[src/rtl/vector_video_pkg.sv]
// Shared types for the pixel-colour path: BBGGGRRR colour word and 4-bit palette index.
// Latency: n/a (types only). Backpressure: n/a.
package vector_video_pkg;

    typedef logic [7:0] color_t;
    typedef logic [3:0] palidx_t;

    localparam int PAL_ENTRIES = 16;

    // BBGGGRRR field positions
    localparam int RED_LSB = 0;
    localparam int RED_MSB = 2;
    localparam int GRN_LSB = 3;
    localparam int GRN_MSB = 5;
    localparam int BLU_LSB = 6;
    localparam int BLU_MSB = 7;

endpackage

[src/rtl/palette_regfile.sv]
// 16x8 palette storage: one synchronous write port, one combinational read port.
// Latency: write visible the cycle after we; read is combinational.
// Backpressure: none, a write is always accepted.
module palette_regfile
    import vector_video_pkg::*;
#(
    parameter color_t RESET_COLOR = 8'h00
) (
    input  logic    clk24,
    input  logic    reset,
    input  logic    we,
    input  palidx_t waddr,
    input  color_t  wdata,
    input  palidx_t raddr,
    output color_t  rdata
);

    color_t mem [PAL_ENTRIES];

    always_ff @(posedge clk24 or posedge reset) begin
        if (reset) begin
            for (int i = 0; i < PAL_ENTRIES; i++) begin
                mem[i] <= RESET_COLOR;
            end
        end else if (we) begin
            mem[waddr] <= wdata;
        end
    end

    assign rdata = mem[raddr];

endmodule

[src/rtl/palette_lut.sv]
// Palette lookup: maps plane/border index to BBGGGRRR for the DAC; owns the port 0Ch write path.
// Latency: 2 pixel enables (ce12 in 512 mode) from sample to rgb; writes commit on the next ce_pixel.
// Backpressure: none; a write arriving while one is pending replaces it. Option macro: PALETTE_MODE512_EN.
module palette_lut
    import vector_video_pkg::*;
#(
    parameter color_t RESET_COLOR = 8'h00
) (
    input  logic    clk24,
    input  logic    reset,
    input  logic    ce12,
    input  logic    ce_pixel,
    input  palidx_t coloridx,
    input  logic    borderx,
    input  logic    blank,
    input  palidx_t border_idx,
    input  logic    mode512,
    input  logic    pal_wr,
    input  color_t  pal_data,
    output logic    wr_done,
    output color_t  rgb
);

    logic    adv;
    palidx_t pix_idx;
    palidx_t idx;
    palidx_t idx_d;
    logic    blank_d;
    color_t  rd_color;

    logic    pending;
    palidx_t wr_addr;
    color_t  wr_data;
    logic    commit;

`ifdef PALETTE_MODE512_EN
    logic half_phase;

    // Phase 0 carries the high plane pair, phase 1 the low pair.
    always_comb begin
        adv     = ce_pixel;
        pix_idx = coloridx;
        if (mode512) begin
            adv     = ce12;
            pix_idx = half_phase ? {2'b00, coloridx[1:0]} : {2'b00, coloridx[3:2]};
        end
    end

    always_ff @(posedge clk24 or posedge reset) begin
        if (reset) begin
            half_phase <= 1'b0;
        end else if (ce_pixel) begin
            half_phase <= 1'b0;
        end else if (ce12) begin
            half_phase <= ~half_phase;
        end
    end
`else
    logic unused_mode;

    assign adv         = ce_pixel;
    assign pix_idx     = coloridx;
    assign unused_mode = &{1'b0, mode512, ce12};
`endif

    assign idx    = borderx ? border_idx : pix_idx;
    assign commit = ce_pixel & pending;

    always_ff @(posedge clk24 or posedge reset) begin
        if (reset) begin
            idx_d   <= '0;
            blank_d <= 1'b0;
            rgb     <= RESET_COLOR;
        end else if (adv) begin
            idx_d   <= idx;
            blank_d <= blank;
            rgb     <= blank_d ? '0 : rd_color;
        end
    end

    // A request landing in the commit cycle re-arms pending for the next pixel.
    always_ff @(posedge clk24 or posedge reset) begin
        if (reset) begin
            pending <= 1'b0;
            wr_addr <= '0;
            wr_data <= '0;
            wr_done <= 1'b0;
        end else begin
            wr_done <= commit;
            if (pal_wr) begin
                wr_addr <= border_idx;
                wr_data <= pal_data;
                pending <= 1'b1;
            end else if (commit) begin
                pending <= 1'b0;
            end
        end
    end

    palette_regfile #(
        .RESET_COLOR(RESET_COLOR)
    ) u_regfile (
        .clk24(clk24),
        .reset(reset),
        .we   (commit),
        .waddr(wr_addr),
        .wdata(wr_data),
        .raddr(idx_d),
        .rdata(rd_color)
    );

endmodule

[config.mk]
export PLATFORM = sky130hd
export DESIGN_NAME = palette_lut
export DESIGN_NICKNAME = d
export VERILOG_FILES = /design/src/rtl/vector_video_pkg.sv /design/src/rtl/palette_regfile.sv /design/src/rtl/palette_lut.sv
export SDC_FILE = /design/constraint.sdc
export NUM_CORES = 1
export LEC_CHECK = 0
export CAP_MARGIN = 40
export CORE_ASPECT_RATIO = 1.75
export CORE_MARGIN = 2
export CORE_UTILIZATION = 43
export CTS_CLUSTER_DIAMETER = 30
export DETAILED_ROUTE_END_ITERATION = 10
export GPL_TIMING_DRIVEN = 0
export MAX_ROUTING_LAYER = met4
export SLEW_MARGIN = 20
export SYNTH_ARGS = -nofsm -noshare
export SYNTH_HDL_FRONTEND = slang
export SYNTH_SLANG_ARGS = --single-unit
[constraint.sdc]
create_clock -name clk24 -period 6.5 [get_ports clk24]
set_input_delay 0.975 -clock clk24 [delete_from_list [all_inputs] [get_ports clk24]]
set_output_delay 0.975 -clock clk24 [all_outputs]
set_load 0.05 [all_outputs]
==> summary.md <==
## Pwr
- 0.223 — share of power burned in combinational logic
- 0.206 mV — largest voltage drop on the vdd net
- 0.323 — clock network power share
- 0.000901 W — Switching Power
- 0.279 — share of total power consumed by net switching
- 0.454 — Flop pwr share
- 3.79 nW — static leakage
- 0.00233 W — cell internal power dissipation
- 392 nW/um^2 — power density normalized to cell area

## Die
- 33 — IO Pins
- 173 um — vertical die dimension
- 101 um — Die Width
- 17500 sq um — area of the die
- 61 — count of standard-cell rows
- 0.442 — initial standard-cell utilization of the core
- 16000 sq um — Core ar.

## Global route
- met2 — busiest layer in global routing
- 27400 um — wire length of the first global-routing pass
- 98 — maximum number of pins on one net before global-route repair
- 4724 — number of global-route vias before repair
- 0.253 — GR Util met1
- 0.218 — overall track demand over capacity in global routing
- 0.382 — met2 Usage GRT
- 0.0335 — met3 Resource Use GR
- 0 — initial antenna violation count
- 0 — global route total overflow

## Clocking
- done — CTS tree
- 4 — htree depth
- 0 — post_cts resized
- 420 ps — source-to-sink clock delay at the later pin of the worst-skew pair
- sky130_fd_sc_hd__clkbuf_16 — buffer cell driving the clock tree root
- 60 ps — clock-pin slew on the worst setup and hold paths
- 17 — number of buffers inserted during clock tree synthesis
- 155 — Clock Sinks
- 0 — number of buffers inserted to repair setup after CTS
- 2 — buffers from clock root to sink, at most
- 0 — number of hold-repair buffers added at the cts stage

## Hold path
- register to register — type of the most critical hold path

## Cells and area
- 0.358 — share of post-route cells with drive strength above 1
- 0 — Antenna diodes
- 17.0% — area overhead of the layout relative to synthesis
- 1394 — fillcell total
- 586 — final layout net count
- 0.517 — Finished Core Util

## Synth
- 7050 sq um — cell area after synthesis
- 13.8 sq um — synthesized area per cell
- 155 — flops & latches, synth
- 0.551 — area share of the largest cell type after synthesis
- 0 — Yosys Warn Count
- 512 — number of cells produced by synthesis
- 536 — post-synth net total
- sky130_fd_sc_hd__dfrtp_1 — largest area contributor in the netlist
- 34 — number of distinct library cells after synthesis
- 0.551 — share of the yosys chip area belonging to registers
- sky130_fd_sc_hd__dfrtp_1 (55%), sky130_fd_sc_hd__mux2_2 (21%), sky130_fd_sc_hd__mux2i_1 (9.7%) — top cells by area, synth

## STA
- 372 MHz — fmax
- 0 — Final Max Tran Viols
- 0 — endpoints failing hold
- 739 ps — slew of the pin with the lowest slew margin
- 0.507 — headroom to the max-slew limit
- 3810 ps — Final WS setup
- 0.414 — post-route fraction of the period consumed by the critical path
- 0 — endpoints failing setup
- 2690 ps — clock period minus final worst setup slack
- no — setup repair after global routing missed its margin
- 13.5 ps — worst setup skew after layout

## Placement
- 11700 um — HPWL Detailed
- 3350 ps — Placement Setup Slack
- 0.773 — global placement routability congestion
- 29 — count of input and output buffers

## Detailed routing
- 4298 — vias post-DR
- 17500 um — Detailed Route WL
- 6 — Pre-antenna DRT Iters
- 5.63 — via count normalized by instance count
- 0 — DRC
- 22.9 um — routed wire length per instance
- 185 — initial DRC count
- 0 — remaining antenna violation count

## Setup path
- register — type of destination of the critical path
- 6820 ps — endpoint required time on the critical path
- primary input to register — start-to-end type of the worst setup path
- 4310 ps — r2r setup slk
- 10 — Worst Path Max Fanout
- 3010 ps — Data arrival, critical path
- primary input — category of the worst setup path launch point

## Run
- 0 — number of violations of the max-capacitance limit

## Run status
- finished clean — result of the run

==> layout make-up <==
| class | count | area (sq um) | area share |
|---|---|---|---|
| inverters | 11 | 48.8 | 0.00592 |
| clock inverters | 13 | 193 | 0.0234 |
| flip-flops and latches | 155 | 3880 | 0.470 |
| well taps | 189 | 236 | 0.0287 |
| clock buffers | 19 | 433 | 0.0525 |
| plain buffers | 33 | 161 | 0.0196 |
| multi-input cells | 313 | 2960 | 0.360 |
| repair buffers | 31 | 329 | 0.0399 |
==> logic make-up after synthesis <==
kind of cell | Yosys count | share of synthesized area
mux | 209 | 0.326
flops | 155 | 0.551
buf+inv | 44 | 0.0288
simple gates | 59 | 0.0494
compound gates | 45 | 0.0451
==> metal layers <==
| layer | part of all wire | wire [um] | vias up |
|---|---|---|---|
| li1 | - | - | 1949 |
| met1 | 0.40 | 7080 | 2259 |
| met2 | 0.56 | 9740 | 66 |
| met3 | 0.019 | 336 | 24 |
| met4 | 0.021 | 364 | 0 |
| met5 | 0 | 0 | - |
==> synth_stat cells <==
cell                       count
sky130_fd_sc_hd__a21o_1        1
sky130_fd_sc_hd__a21oi_1      12
sky130_fd_sc_hd__a22oi_1      24
sky130_fd_sc_hd__and2_1        1
sky130_fd_sc_hd__buf_1         2
sky130_fd_sc_hd__buf_2        12
sky130_fd_sc_hd__buf_4         2
sky130_fd_sc_hd__buf_6         2
sky130_fd_sc_hd__clkbuf_1     15
sky130_fd_sc_hd__dfrtp_1     155
sky130_fd_sc_hd__inv_1        10
sky130_fd_sc_hd__inv_2         1
sky130_fd_sc_hd__mux2_1        2
sky130_fd_sc_hd__mux2_2      131
sky130_fd_sc_hd__mux2_4        8
sky130_fd_sc_hd__mux2i_1      68
sky130_fd_sc_hd__nand2_1      18
sky130_fd_sc_hd__nand2_2       1
sky130_fd_sc_hd__nand2b_1      4
sky130_fd_sc_hd__nand2b_4      1
sky130_fd_sc_hd__nand3_1       8
sky130_fd_sc_hd__nand3_2       1
sky130_fd_sc_hd__nand3b_1      1
sky130_fd_sc_hd__nand3b_2      2
sky130_fd_sc_hd__nand4_1       1
sky130_fd_sc_hd__nor2_1        6
sky130_fd_sc_hd__nor2_2        8
sky130_fd_sc_hd__nor2_4        1
sky130_fd_sc_hd__nor2b_1       2
sky130_fd_sc_hd__nor3_1        1
sky130_fd_sc_hd__nor4_4        1
sky130_fd_sc_hd__o221ai_1      8
sky130_fd_sc_hd__or3b_2        1
sky130_fd_sc_hd__or4_4         1
==> cell usage in the layout (no fill, tap or decap), types with 2 or more instances in the layout <==
cell type                           n
sky130_fd_sc_hd__dfrtp_1          155
sky130_fd_sc_hd__mux2_2           131
sky130_fd_sc_hd__mux2i_1           68
sky130_fd_sc_hd__clkdlybuf4s50_1   29
sky130_fd_sc_hd__a22oi_1           24
sky130_fd_sc_hd__nand2_1           18
sky130_fd_sc_hd__clkbuf_1          17
sky130_fd_sc_hd__clkbuf_16         17
sky130_fd_sc_hd__buf_2             12
sky130_fd_sc_hd__a21oi_1           12
sky130_fd_sc_hd__inv_1              9
sky130_fd_sc_hd__nor2_2             8
sky130_fd_sc_hd__mux2_4             8
sky130_fd_sc_hd__nand3_1            8
sky130_fd_sc_hd__o221ai_1           8
sky130_fd_sc_hd__nor2_1             6
sky130_fd_sc_hd__nand2b_1           4
sky130_fd_sc_hd__bufinv_16          4
sky130_fd_sc_hd__clkinv_4           4
sky130_fd_sc_hd__buf_6              3
sky130_fd_sc_hd__buf_4              2
sky130_fd_sc_hd__nand3b_2           2
sky130_fd_sc_hd__buf_1              2
sky130_fd_sc_hd__nor2b_1            2
sky130_fd_sc_hd__mux2_1             2
sky130_fd_sc_hd__clkinvlp_4         2
sky130_fd_sc_hd__inv_6              2
==> sequential cells by signal, indices dropped and copies added, names as in the netlist <==
signal	flops
rgb	8
pending	1
u_regfile.mem	128
wr_done	1
idx_d	4
blank_d	1
wr_addr	4
wr_data	8
==> final timing paths <==
path | startpoint | end | cells past startpoint
worst max-delay path | ce_pixel | rgb[5] | 6
worst min-delay path | u_regfile.mem[109] | u_regfile.mem[109] | 1
worst max register to register | idx_d[1] | rgb[2] | 5
worst min register to register | u_regfile.mem[109] | u_regfile.mem[109] | 1
max in group asynchronous | reset | u_regfile.mem[84] | 3
min in group asynchronous | reset | u_regfile.mem[124] | 2
==> power groups by stage <==
stage	combinational, W	sequential, W	clock [W]
2_1_floorplan	0.000529	0.00146	0
3_3_place_gp	0.000699	0.00146	0
3_5_place_dp	0.000724	0.00148	0
4_1_cts	0.000728	0.00147	0.00106
5_1_grt	0.000788	0.00150	0.00110
6_report	0.000720	0.00147	0.00104
==> critical path, cell delays in order <==
cell and delay [ps]:
sky130_fd_sc_hd__clkdlybuf4s50_1 510, sky130_fd_sc_hd__clkbuf_1 480, sky130_fd_sc_hd__nand3b_1 540, sky130_fd_sc_hd__a21oi_1 290, sky130_fd_sc_hd__nand3_1 120, sky130_fd_sc_hd__o221ai_1 90
==> per-stage QoR <==
stage	total power, W	TNS, ps	std cells	cell area (sq um)	hold slack [ps]
global route	0.00339	0	764	8240	500
CTS	0.00326	0	763	8230	494
floorplan	0.00199	0	512	7050	464
detailed placement	0.00220	0	731	7610	481
finish	0.00323	0	764	8240	493
global placement	0.00215	-70910	730	7570	473
No activity file was read; power rests on OpenSTA's default activity.
